$ cat config.mk
export PLATFORM = sky130hd
export DESIGN_NAME = sram_req_ctrl
export DESIGN_NICKNAME = d
export VERILOG_FILES = /design/src/rtl/sram_req_ctrl.sv
export SDC_FILE = /design/constraint.sdc
export NUM_CORES = 1
export LEC_CHECK = 0
export ABC_AREA = 1
export BUFFER_PORTS_ARGS = -buffer_cell sky130_fd_sc_hd__buf_2
export CAP_MARGIN = 0
export CORE_AREA = 2 2 73 75
export CTS_CLUSTER_SIZE = 40
export DETAILED_ROUTE_END_ITERATION = 8
export DIE_AREA = 0 0 75 77
export HOLD_SLACK_MARGIN = 0.08
export PLACE_DENSITY = 0.73
export SLEW_MARGIN = 20
export SYNTH_ARGS = -nofsm -noshare
export SYNTH_HDL_FRONTEND = slang
export SYNTH_SLANG_ARGS = --single-unit
$ cat constraint.sdc
create_clock -name clk -period 2.25 [get_ports clk]
set_input_delay 0.225 -clock clk [delete_from_list [all_inputs] [get_ports clk]]
set_output_delay 0.225 -clock clk [all_outputs]
set_load 0.01 [all_outputs]
$ cat src/rtl/sram_req_ctrl.sv
// sram_req_ctrl: issues single-port SRAM requests one per cycle and returns
// read data in order through a credit-limited first-word-fall-through FIFO.
// A read issued in cycle T has its data registered by the wrapper in T+2;
// credits count reads in flight plus FIFO entries so a push never overflows.
module sram_req_ctrl #(
  parameter int ADDR_W     = 12,
  parameter int DATA_W     = 8,
  parameter int RESP_DEPTH = 4
) (
  input  logic                          clk,
  input  logic                          rst,
  input  logic                          req_valid,
  output logic                          req_ready,
  input  logic                          req_wmode,
  input  logic [ADDR_W-1:0]             req_addr,
  input  logic [DATA_W-1:0]             req_wdata,
  output logic                          resp_valid,
  input  logic                          resp_ready,
  output logic [DATA_W-1:0]             resp_rdata,
  output logic [ADDR_W-1:0]             RW0_addr,
  output logic                          RW0_en,
  output logic                          RW0_wmode,
  output logic [DATA_W-1:0]             RW0_wdata,
  input  logic [DATA_W-1:0]             RW0_rdata,
  output logic [$clog2(RESP_DEPTH):0]   credits_used
);

  localparam int PTR_W = $clog2(RESP_DEPTH);
  localparam int CNT_W = PTR_W + 1;
  localparam logic [CNT_W-1:0] DEPTH_C = CNT_W'(RESP_DEPTH);

  logic              accept;
  logic              rd_accept;
  logic              push;
  logic              pop;

  logic              issue_en_q,    issue_en_d;
  logic              issue_wmode_q, issue_wmode_d;
  logic [ADDR_W-1:0] issue_addr_q,  issue_addr_d;

  logic [1:0]        rd_sr_q, rd_sr_d;

  logic [DATA_W-1:0] fifo_mem_q [RESP_DEPTH];
  logic [PTR_W-1:0]  wr_ptr_q, wr_ptr_d;
  logic [PTR_W-1:0]  rd_ptr_q, rd_ptr_d;
  logic [CNT_W-1:0]  count_q,  count_d;
  logic [CNT_W-1:0]  credits_q, credits_d;

  // Handshake decode; ready depends only on reset and outstanding credits.
  always_comb begin
    req_ready  = !rst && (credits_q < DEPTH_C);
    accept     = req_valid && req_ready;
    rd_accept  = accept && !req_wmode;
    resp_valid = (count_q != '0);
    pop        = resp_valid && resp_ready;
    push       = rd_sr_q[1];
  end

  // Issue register next state: a non-accepting edge drops en/wmode but keeps the address.
  always_comb begin
    issue_en_d    = accept;
    issue_wmode_d = accept && req_wmode;
    issue_addr_d  = accept ? req_addr : issue_addr_q;
  end

  // Issue register feeding the SRAM wrapper.
  always_ff @(posedge clk) begin
    if (rst) begin
      issue_en_q    <= 1'b0;
      issue_wmode_q <= 1'b0;
      issue_addr_q  <= '0;
    end else begin
      issue_en_q    <= issue_en_d;
      issue_wmode_q <= issue_wmode_d;
      issue_addr_q  <= issue_addr_d;
    end
  end

  assign RW0_en    = issue_en_q;
  assign RW0_wmode = issue_wmode_q;
  assign RW0_addr  = issue_addr_q;
  // The wrapper registers write data itself, so it is taken straight from the request.
  assign RW0_wdata = req_wdata;

  // Read-valid pipeline next state, aligned with the wrapper's two-cycle read latency.
  always_comb begin
    rd_sr_d = {rd_sr_q[0], issue_en_q && !issue_wmode_q};
  end

  // Read-valid pipeline; clearing it on reset discards late returns of in-flight reads.
  always_ff @(posedge clk) begin
    if (rst) begin
      rd_sr_q <= '0;
    end else begin
      rd_sr_q <= rd_sr_d;
    end
  end

  // FIFO pointer, occupancy and credit next state; pointers wrap at the power-of-two depth.
  always_comb begin
    wr_ptr_d  = push ? wr_ptr_q + 1'b1 : wr_ptr_q;
    rd_ptr_d  = pop  ? rd_ptr_q + 1'b1 : rd_ptr_q;
    count_d   = count_q;
    credits_d = credits_q;
    if (push && !pop) begin
      count_d = count_q + 1'b1;
    end else if (pop && !push) begin
      count_d = count_q - 1'b1;
    end
    if (rd_accept && !pop) begin
      credits_d = credits_q + 1'b1;
    end else if (pop && !rd_accept) begin
      credits_d = credits_q - 1'b1;
    end
  end

  // FIFO control and credit registers.
  always_ff @(posedge clk) begin
    if (rst) begin
      wr_ptr_q  <= '0;
      rd_ptr_q  <= '0;
      count_q   <= '0;
      credits_q <= '0;
    end else begin
      wr_ptr_q  <= wr_ptr_d;
      rd_ptr_q  <= rd_ptr_d;
      count_q   <= count_d;
      credits_q <= credits_d;
    end
  end

  // FIFO storage; a push into a slot freed by a same-edge pop is safe since pointers differ.
  always_ff @(posedge clk) begin
    if (!rst && push) begin
      fifo_mem_q[wr_ptr_q] <= RW0_rdata;
    end
  end

  assign resp_rdata   = fifo_mem_q[rd_ptr_q];
  assign credits_used = credits_q;

endmodule

==> run_results.csv, run 1 <==
group,metric,value,unit
routing,drt-pass1-iter-count,4,
global_route,grt_first_pass_wirelength,7.010,mm
sta,setup_slack,0.4169,ns
routing,routed_via_density,4.698,
clocking,cts-root-buf,"clkbuf_8",
final_layout,antennaDiodeCount,0,
global_route,grt_usage,0.1653,
sta,finClkSkew,0.007726,ns
synthesis,synthTopCellsByArea,"edfxtp_1 (39%), dfxtp_1 (23%), nand2_1 (5.9%)",
clocking,cts_buffer_depth,2,
clocking,htree_levels,3,
place,gp_congestion,0.7356,
routing,vias,1729,
final_layout,drive_gt1_frac,0.2550,
sta,setup_viol,0,
worst_setup_path,reg2regPathDepth,12,
final_layout,final_common_cell,"buf_2",
clocking,cts_tree,"done",
global_route,overflow,0,
final_layout,syn_to_final_growth,22.39,%
place,place_ws,0.4414,ns
routing,wl_met2,2.180,mm
clocking,hold_buffers,6,
synthesis,ys_seq_elements,60,
pwr,peakVddDrop,741.6,µV
sta,rsz0062_at_grt,"false",
sta,setup_tns,0,ns
final_layout,nNetsFinal,335,
sta,hold_viol_final,0,
clocking,clk_latency,0.33,ns
worst_setup_path,path_max_fanout,4,
sta,max_slew_margin,0.5235,
sta,fin_crit_sh,0.8147,
routing,wl,4.581,mm
run_status,outcome,"completed",
global_route,grt_max_degree,22,
synthesis,synthCells,235,
worst_setup_path,r2r-end,"credits_used[2]$_SDFFE_PP0P_",
pwr,p_leak,1.294,nW
clocking,cts_buffers,9,
synthesis,netlist_area,0.002436,mm²
worst_setup_path,crit_path_end,"credits_used[2]$_SDFFE_PP0P_",
synthesis,ys_types,20,
routing,drc,0,
pwr,p_per_area,1077,mW/mm²
routing,met1_length,1.995,mm
worst_setup_path,critPathCaptureType,"flop",
synthesis,yosysTopAreaCellShare,0.3945,
routing,initialDrtViolationCount,77,
clocking,cts_setup_buffers,0,
floorplanning,core_area,0.004977,mm²
place,io_buffers,51,
global_route,grt_pass1_vias,1641,
sta,period_needed,1.833,ns
routing,post_drt_wl_per_cell,12.45,µm
worst_setup_path,worstReg2RegStart,"count_q[1]$_SDFFE_PP0P_",
min_path,hold_path_class,"input pin to flop",
worst_setup_path,start_kind,"flop",
clocking,path_clk_slew,0.06,ns
worst_setup_path,critPathRequiredTime,2.48,ns
final_layout,layout_common_cells,"buf_2 (51), nand2_1 (38), nor2_1 (33)",
sta,tightestPinTransition,0.7122,ns
synthesis,ys_seq_area_frac,0.6246,
synthesis,synth_top_area_cell,"edfxtp_1",
worst_setup_path,worst_ep_arrival_time,2.06,ns
final_layout,finish.utilization,0.5990,
final_layout,fin_area,0.002982,mm²
place,placed_cell_area,0.002693,mm²
clocking,clock_sinks,60,
sta,report.final.slew_viol_count,0,
floorplanning,fp.dieW,75,µm
flow_run,cap_viol_max_count,0,
floorplanning,dieArea,0.005775,mm²
worst_setup_path,path_class,"flop to flop",
synthesis,ys.warnings.count,0,
sta,holdWs,0.1017,ns
synthesis,synth_nets,276,
floorplanning,pin_count,68,
clocking,cts_resized,0,
global_route,antenna_found_initial,0,
routing,final_antenna_net_count,0,
floorplanning,num_rows,26,
floorplanning,initial_core_util,0.4894,
sta,fmax,0.5455,GHz
worst_setup_path,startpoint,"count_q[1]$_SDFFE_PP0P_",
worst_setup_path,r2r_slack,0.42,ns
routing,routed.top_layer,"met4",
floorplanning,die_h,77,µm
synthesis,synth_area_per_cell,10.37,µm²
routing,wl_met3,341,µm
place,hpwl,3.006,mm
synth_stat cells:
library cell / n
clkbuf_8: 1
dfxtp_1: 28
inv_4: 1
o22ai_1: 8
fa_1: 2
nand3_1: 16
nor2_1: 33
buf_12: 1
a21oi_1: 7
nor2_4: 1
nand2_1: 38
ha_1: 6
edfxtp_1: 32
o21ai_1: 2
buf_4: 12
inv_2: 1
nand2_2: 3
inv_1: 22
o21ai_0: 20
nand2_4: 1
routing by layer:
| metal | GRT usage | vias to the layer above |
|---|---|---|
| met1 | 0.1802 | 772 |
| met4 | 0.07321 | 0 |
| met2 | 0.2711 | 60 |
| met3 | 0.07359 | 10 |
| li1 | - | 887 |
| met5 | 0 | - |
logic make-up after synthesis:
kind of cell,count (synthesis),synth area share
AO/OA/AOI/OAI,37,0.08012
adder cells (fa/ha/maj),8,0.04725
flip-flops,60,0.6246
AND/OR/NAND/NOR,92,0.1592
buffers and inverters,38,0.08886
report_power, final:
part           total, mW  leakage, nW  switching [mW]  internal (mW)
Sequential          1.36        0.518          0.0953           1.26
Clock               1.12        0.110           0.397          0.726
Combinational      0.731        0.666           0.440          0.291
Total               3.21         1.29           0.932           2.28
worst min path at each step:
| stage | depth (start not counted) | endpoint | start |
|---|---|---|---|
| global route | 3 | RW0_addr[1]$_SDFFE_PP0N_ | req_addr[1] |
| detailed placement | 2 | rd_sr_q[1]$_SDFF_PP0_ | rd_sr_q[0]$_SDFF_PP0_ |
| floorplan | 1 | flop | rst |
| finish | 3 | RW0_addr[5]$_SDFFE_PP0N_ | req_addr[5] |
| global placement | 1 | rd_sr_q[0]$_SDFF_PP0_ | RW0_wmode$_SDFF_PP0_ |
| CTS | 3 | RW0_addr[5]$_SDFFE_PP0N_ | req_addr[5] |
critical path, cell delays in order, from the launching register on:
cell and delay, ns:
dfxtp_1 0.34, nor2_1 0.10, nand2_1 0.11, nand2_1 0.17, ha_1 0.20, inv_1 0.07
fa_1 0.38, inv_1 0.07, nand2_1 0.05, nand3_1 0.10, nand2_1 0.06, nand2_1 0.05
nor2_1 0.03
flip-flops by register name, summed over array words and instances, names as in the netlist, named ones only:
register,cells
count_q,3
wr_ptr_q,2
RW0_wmode,1
credits_used,3
rd_sr_q,2
fifo_mem_q,32
rd_ptr_q,2
RW0_addr,12
RW0_en,1
stage by stage:
stage | cells | total power, mW
after global placement | 347 | 2.079
final | 368 | 3.211
after global routing | 368 | 3.399
after floorplan | 235 | 1.880
after detailed placement | 347 | 2.099
after CTS | 368 | 3.240
area by class of cell:
| cell class | count | area (µm²) |
|---|---|---|
| inverters | 24 | 92.59 |
| fillers | 427 | 1996 |
| repair buffers | 62 | 352.8 |
| flip-flops and latches | 60 | 1521 |
| clock buffers | 10 | 127.6 |
| multi-input cells | 137 | 698.2 |
| well taps | 70 | 87.58 |
| clock inverters | 5 | 101.3 |
No activity file was read; power rests on OpenSTA's default activity.
==> inputs of run 2 (changes only) <==
- ABC_AREA: 1 -> 0
- CORE_AREA: 2 2 73 75 -> 2 2 72 74
- DIE_AREA: 0 0 75 77 -> 0 0 74 76
- PLACE_DENSITY: 0.73 -> 0.74
- clock period: 2.25 -> 1.7 ns (I/O delays scaled with it)
==> run 2 against run 1 <==
The flow now finishes with violations (setup timing). Die area decreased by 2.6%. Fmax decreased by 6.0%. Clock power increased by 33%. Critical endpoint is now count_q[2]$_SDFFE_PP0P_. Highest routed layer unchanged.
==> run_results.csv, run 2 <==
group,metric,value,unit
run_status,outcome,"finished, violations left",
run_status,violations,"setup timing",
final_layout,fin_area,0.003247,mm²
synthesis,synth_ff_type,"edfxtp_1",
global_route,grt_pass1_vias,1599,
sta,hold_viol_final,0,
synthesis,synth_nets,211,
worst_setup_path,slowest_stage,"dfxtp_2",
place,io_buffers,51,
synthesis,synthTopCellsByCount,"edfxtp_1 (32), dfxtp_1 (28), o21ai_0 (13)",
place,gp_congestion,0.6603,
final_layout,nNetsFinal,296,
global_route,antenna_found_initial,0,
synthesis,netlist_area,0.002394,mm²
floorplanning,die_h,76,µm
final_layout,final_common_cell,"buf_2",
synthesis,yosysTopAreaCellShare,0.4015,
sta,report.final.slew_viol_count,0,
floorplanning,num_rows,26,
worst_setup_path,start_kind,"flop",
global_route,grt_max_degree,28,
synthesis,synthTopCellsByArea,"edfxtp_1 (40%), dfxtp_1 (23%), mux4_2 (7.5%)",
synthesis,async_reset_ff_frac,0,
floorplanning,fp.dieW,74,µm
worst_setup_path,cp_cell_sequence,"o31ai_4, ha_2, inv_2, fa_2, xor2_1, or3_1, a21oi_2",
clocking,cts_tree,"done",
clocking,cts-root-buf,"clkbuf_8",
worst_setup_path,path_max_fanout,3,
synthesis,synthCells,170,
worst_setup_path,critPathRequiredTime,1.96,ns
routing,wl,4.430,mm
worst_setup_path,reg2regPathDepth,7,
final_layout,drive_gt1_frac,0.4000,
synthesis,ys_seq_elements,60,
global_route,grt_first_pass_wirelength,7.231,mm
final_layout,seq_area,0.001529,mm²
worst_setup_path,path_class,"flop to flop",
final_layout,multiInputGateArea,784.5,µm²
synthesis,ys.warnings.count,0,
clocking,cts_buffer_depth,2,
synthesis,synth.most_common_cell,"edfxtp_1",
worst_setup_path,cp_num_cells,7,
worst_setup_path,r2r-end,"count_q[2]$_SDFFE_PP0P_",
final_layout,top_register,"fifo_mem_q",
worst_setup_path,worst_ep_arrival_time,2.21,ns
place,hpwl,2.790,mm
worst_setup_path,worstReg2RegStart,"count_q[2]$_SDFFE_PP0P_",
worst_setup_path,crit_path_end,"count_q[2]$_SDFFE_PP0P_",
floorplanning,initial_core_util,0.4873,
worst_setup_path,cpLargestDelayFamily,"adder cells",
sta,setup_viol,3,
final_layout,largest_register_ffs,32,
routing,drt-pass1-iter-count,4,
synthesis,ys_types,26,
synthesis,ys_seq_area_frac,0.6357,
final_layout,n_fill_cell,366,
clocking,htree_levels,3,
worst_setup_path,r2r_slack,-0.25,ns
floorplanning,dieArea,0.005624,mm²
sta,finClkSkew,0.003987,ns
synthesis,synth_top_area_cell,"edfxtp_1",
sta,holdWs,0.2797,ns
final_layout,layout_common_cells,"buf_2 (51), edfxtp_1 (32), dfxtp_1 (24)",
clocking,path_clk_slew,0.07,ns
pwr,peakVddDrop,879.8,µV
routing,routed_via_density,4.670,
clocking,clk_latency,0.33,ns
worst_setup_path,worst-path-buf-inv,1,
floorplanning,pin_count,68,
sta,max_slew_margin,0.7182,
place,placed_cell_area,0.002746,mm²
global_route,overflow,0,
synthesis,synth_area_per_cell,14.08,µm²
sta,fmax,0.5127,GHz
final_layout,antennaDiodeCount,0,
sta,setup_slack,-0.2506,ns
sta,fin_crit_sh,1.147,
flow_run,cap_viol_max_count,0,
pwr,p_per_area,1361,mW/mm²
worst_setup_path,critPathCaptureType,"flop",
routing,drc,0,
routing,initialDrtViolationCount,40,
clocking,clock_sinks,60,
routing,vias,1541,
worst_setup_path,startpoint,"count_q[2]$_SDFFE_PP0P_",
worst_setup_path,slowest_delay,0.34,ns
final_layout,syn_to_final_growth,35.65,%
synthesis,synth_edf_count,32,
pwr,p_leak,1.303,nW
min_path,hold_path_class,"input pin to flop",
sta,rsz0062_at_grt,"true",
global_route,grt_usage,0.1718,
sta,tightestPinTransition,0.4221,ns
routing,final_antenna_net_count,0,
floorplanning,core_area,0.004912,mm²
routing,post_drt_wl_per_cell,13.42,µm
place,place_ws,-0.2522,ns
sta,period_needed,1.951,ns
clocking,cts_buffers,9,
-- run 2: cell type report --
cell class / instances / share of cell area
multi-input combinational: 91 / 0.2416
tap: 70 / 0.02697
inverter: 4 / 0.004624
timing repair buffer: 89 / 0.1850
sequential: 60 / 0.4709
clock inverter: 6 / 0.03160
clock buffer: 10 / 0.03931
-- run 2: logic make-up (layout without fill, tap and decap cells) --
kind of cell    count (synthesis)  count (layout)  synth area share
flops                          60              60            0.6357
simple gates                   47              47            0.1056
buf+inv                        19             109           0.05331
compound gates                 18              18           0.04391
mux                            11              11           0.08782
fa+ha+maj                       8               8           0.04809
xor+xnor                        7               7           0.02561
-- run 2: worst register-to-register path: stages (launching register included) --
cell,delay (ns)
dfxtp_2,0.34
o31ai_4,0.34
ha_2,0.25
inv_2,0.04
fa_2,0.32
xor2_1,0.15
or3_1,0.32
a21oi_2,0.13
-- run 2: what timing repair did --
| action | in CTS | in global routing |
|---|---|---|
| resized for setup | 6 | 6 |
| endpoints found under the setup margin | 10 | 12 |
| setup buffers | 3 | 0 |
| endpoints found under the hold margin | 45 | 0 |
| hold buffers | 21 | 0 |
| pin swaps | 3 | 4 |
-- run 2: worst min path at each step --
stage,from,to,slack [ns],cells after the start
final,rst,RW0_en$_SDFF_PP0_,0.28,3
after CTS,rst,RW0_en$_SDFF_PP0_,0.26,3
after detailed placement,req_wdata[2],RW0_wdata[2],0.34,0
after floorplan,RW0_rdata[0],fifo_mem_q[0][0]$_DFFE_PP_,0.27,0
after global placement,req_wdata[2],RW0_wdata[2],0.34,0
after global routing,rst,RW0_en$_SDFF_PP0_,0.28,3
-- run 2: routing by layer --
layer	part of all wire	up-vias	routed length (µm)	GRT usage
li1	-	754	-	-
met1	0.42	724	1839	0.2028
met2	0.51	54	2262	0.2813
met3	0.058	9	259	0.05952
met4	0.016	0	69	0.07091
met5	0	-	0	0
-- run 2: metrics by stage --
step	cells	total power, mW	utilization	setup TNS (ns)
floorplan	170	2.502	-	-0.5766
global route	330	4.668	0.6610	-0.7017
detailed placement	290	2.843	0.5591	-0.4722
finish	330	4.420	0.6610	-0.4323
global placement	290	2.820	0.5591	-0.3552
CTS	330	4.449	0.6561	-0.4200
-- run 2: where the power goes --
group	internal (mW)	leakage [nW]	switching (mW)
registers	1.68	0.520	0.119
logic	0.615	0.668	0.513
clock network	0.962	0.115	0.527
total	3.26	1.30	1.16
==> inputs of run 3 (changes only) <==
- CORE_AREA: 2 2 72 74 -> 2 2 76 78
- DIE_AREA: 0 0 74 76 -> 0 0 78 80
- PLACE_DENSITY: 0.74 -> 0.67
==> run 3 against run 2 <==
The flow still finishes with violations (setup timing). Non-clock buffer count rose by 4. Clock skew rose by 0.0031 ns. Largest power group unchanged. Worst setup slack improved by 0.035 ns. Final area rose by 0.77%. Die area rose by 11%. Combinational power barely moved. Critical endpoint is now credits_used[2]$_SDFFE_PP0P_.
==> run_results.csv, run 3 (synthesized netlist as in run 2, its figures left out) <==
group,metric,value,unit
run_status,outcome,"finished, violations left",
run_status,violations,"setup timing",
worst_setup_path,slowest_delay,0.35,ns
worst_setup_path,slowest_stage,"dfxtp_4",
final_layout,drive_gt1_frac,0.4053,
global_route,overflow,0,
global_route,grt_first_pass_wirelength,7.307,mm
sta,setup_viol,2,
floorplanning,num_rows,27,
floorplanning,fp.dieW,78,µm
final_layout,syn_to_final_growth,36.70,%
pwr,pwr-share-seq,0.410,
routing,vias,1561,
pwr,p_total,4.387,mW
floorplanning,initial_core_util,0.4428,
place,io_buffers,51,
clocking,path_clk_slew,0.06,ns
global_route,antenna_found_initial,0,
floorplanning,dieArea,0.006240,mm²
pwr,swShare,0.2587,
clocking,cts_tree,"done",
worst_setup_path,start_kind,"flop",
routing,final_antenna_net_count,0,
worst_setup_path,cp_num_cells,8,
final_layout,largest_register_ffs,32,
sta,max_slew_margin,0.7467,
routing,wl,4.488,mm
min_path,whs_path_depth,4,
sta,fmax,0.5219,GHz
pwr,intPower,3.252,mW
sta,setup_tns,-0.3865,ns
routing,post_drt_wl_per_cell,13.36,µm
final_layout,final_common_cell,"buf_2",
pwr,power_switching,1.135,mW
global_route,grt_max_degree,28,
worst_setup_path,path_class,"flop to flop",
place,hpwl,2.941,mm
sta,fin_crit_sh,1.127,
sta,tightestPinTransition,0.3752,ns
routing,initialDrtViolationCount,61,
worst_setup_path,cp_cell_sequence,"nor3b_4, nor2b_4, ha_2, inv_2, fa_2, xor2_1, or3_1, a21oi_1",
floorplanning,pin_count,68,
place,place_inst,296,
sta,report.final.slew_viol_count,0,
pwr,peakVddDrop,869.0,µV
worst_setup_path,cpLargestDelayFamily,"simple AND/OR/NAND/NOR gates",
final_layout,layout_common_cells,"buf_2 (50), edfxtp_1 (32), dfxtp_1 (25)",
worst_setup_path,r2r_slack,-0.22,ns
flow_run,cap_viol_max_count,0,
clocking,clock_sinks,60,
pwr,pwr-share-comb,0.251,
min_path,hold_path_class,"input pin to flop",
worst_setup_path,worst-path-buf-inv,1,
sta,holdWs,0.2830,ns
floorplanning,core_area,0.005405,mm²
sta,finClkSkew,0.007135,ns
sta,rsz0062_at_grt,"true",
clocking,cts_buffer_depth,2,
pwr,p_leak,1.327,nW
global_route,grt_usage,0.1558,
routing,routed_via_density,4.646,
sta,period_needed,1.916,ns
worst_setup_path,path_max_fanout,2,
clocking,cts-root-buf,"clkbuf_8",
min_path,hp-start,"resp_ready",
clocking,clk_latency,0.33,ns
worst_setup_path,worstReg2RegStart,"credits_used[2]$_SDFFE_PP0P_",
routing,drc,0,
global_route,grt_pass1_vias,1663,
clocking,cts_buffers,9,
pwr,p_per_area,1341,mW/mm²
worst_setup_path,critPathRequiredTime,1.95,ns
sta,hold_viol_final,0,
worst_setup_path,worst_ep_arrival_time,2.17,ns
clocking,htree_levels,3,
worst_setup_path,r2r-end,"credits_used[2]$_SDFFE_PP0P_",
routing,drt-pass1-iter-count,4,
final_layout,antennaDiodeCount,0,
final_layout,top_register,"fifo_mem_q",
worst_setup_path,reg2regPathDepth,8,
final_layout,instances_no_fill,336,
pwr,power_frac_clock,0.339,
worst_setup_path,critPathCaptureType,"flop",
final_layout,nNetsFinal,300,
sta,setup_slack,-0.2159,ns
place,gp_congestion,0.6525,
floorplanning,die_h,80,µm
## run 3: changes by cell type in the layout (fill, tap and decap cells not counted)
cell and delta:
clkinv_2 +1, a21oi_2 -1, clkinv_1 -1, ha_2 +1
dfxtp_1 +1, buf_4 +4, buf_6 +1, a21oi_1 +1
ha_4 -1, dfxtp_2 -1, buf_2 -1
## run 3: worst min-delay path: cells and delay by family
family / cells / cell delay [ns]
xor gates and xnor gates: 1 / 0.07
buffers and inverters: 1 / 0.12
AOI/OAI and AO/OA: 1 / 0.10
and+or+nand+nor: 1 / 0.10
## run 3: worst max-delay path by stage
stage	startpoint	endpoint	slack, ns
final	credits_used[2]$_SDFFE_PP0P_	credits_used[2]$_SDFFE_PP0P_	-0.22
after global routing	credits_used[2]$_SDFFE_PP0P_	credits_used[2]$_SDFFE_PP0P_	-0.32
after CTS	credits_used[2]$_SDFFE_PP0P_	credits_used[2]$_SDFFE_PP0P_	-0.21
after detailed placement	count_q[2]$_SDFFE_PP0P_	count_q[2]$_SDFFE_PP0P_	-0.20
after global placement	count_q[2]$_SDFFE_PP0P_	count_q[2]$_SDFFE_PP0P_	-0.18
after floorplan	credits_used[2]$_SDFFE_PP0P_	credits_used[2]$_SDFFE_PP0P_	-0.31
## run 3: through the flow
step           utilization  setup WS, ns  instance area [µm²]
3_3_place_gp        0.5141       -0.1785                 2779
2_1_floorplan            -       -0.3071                 2411
3_5_place_dp        0.5141       -0.2019                 2779
4_1_cts             0.6019       -0.2134                 3253
6_report            0.6053       -0.2159                 3272
5_1_grt             0.6053       -0.3164                 3272
## run 3: what timing repair did
| item | in CTS | in global routing |
|---|---|---|
| hold buffers | 21 | 0 |
| pin swaps | 5 | 0 |
| buffers inserted | 3 | 0 |
| cloned | 0 | 0 |
| resized for setup | 4 | 6 |
| endpoints found under the hold margin | 45 | 0 |
| setup endpoints to repair | 7 | 10 |
## run 3: cell type report
class,instances,area (µm²)
Clock inverter,6,103.9
Clock buffer,10,127.6
Inverter,4,15.01
Timing Repair Buffer,93,636.9
Tap cell,72,90.09
Sequential cell,60,1528
Fill cell,430,2133
Multi-Input combinational cell,91,770.7
## run 3: power by group through the flow
stage	clock (mW)	sequential (mW)	combinational (mW)
4_1_cts	1.53	1.80	1.10
2_1_floorplan	0	1.87	0.635
5_1_grt	1.58	1.82	1.23
3_3_place_gp	0	1.82	1.02
3_5_place_dp	0	1.82	1.03
6_report	1.49	1.80	1.10
## run 3: layer usage
metal | track usage | wire, µm | up-vias
met3 | 0.05543 | 351 | 8
met4 | 0.08947 | 95 | 0
met2 | 0.2716 | 2179 | 61
met1 | 0.1628 | 1861 | 726
li1 | - | - | 766
met5 | 0 | 0 | -
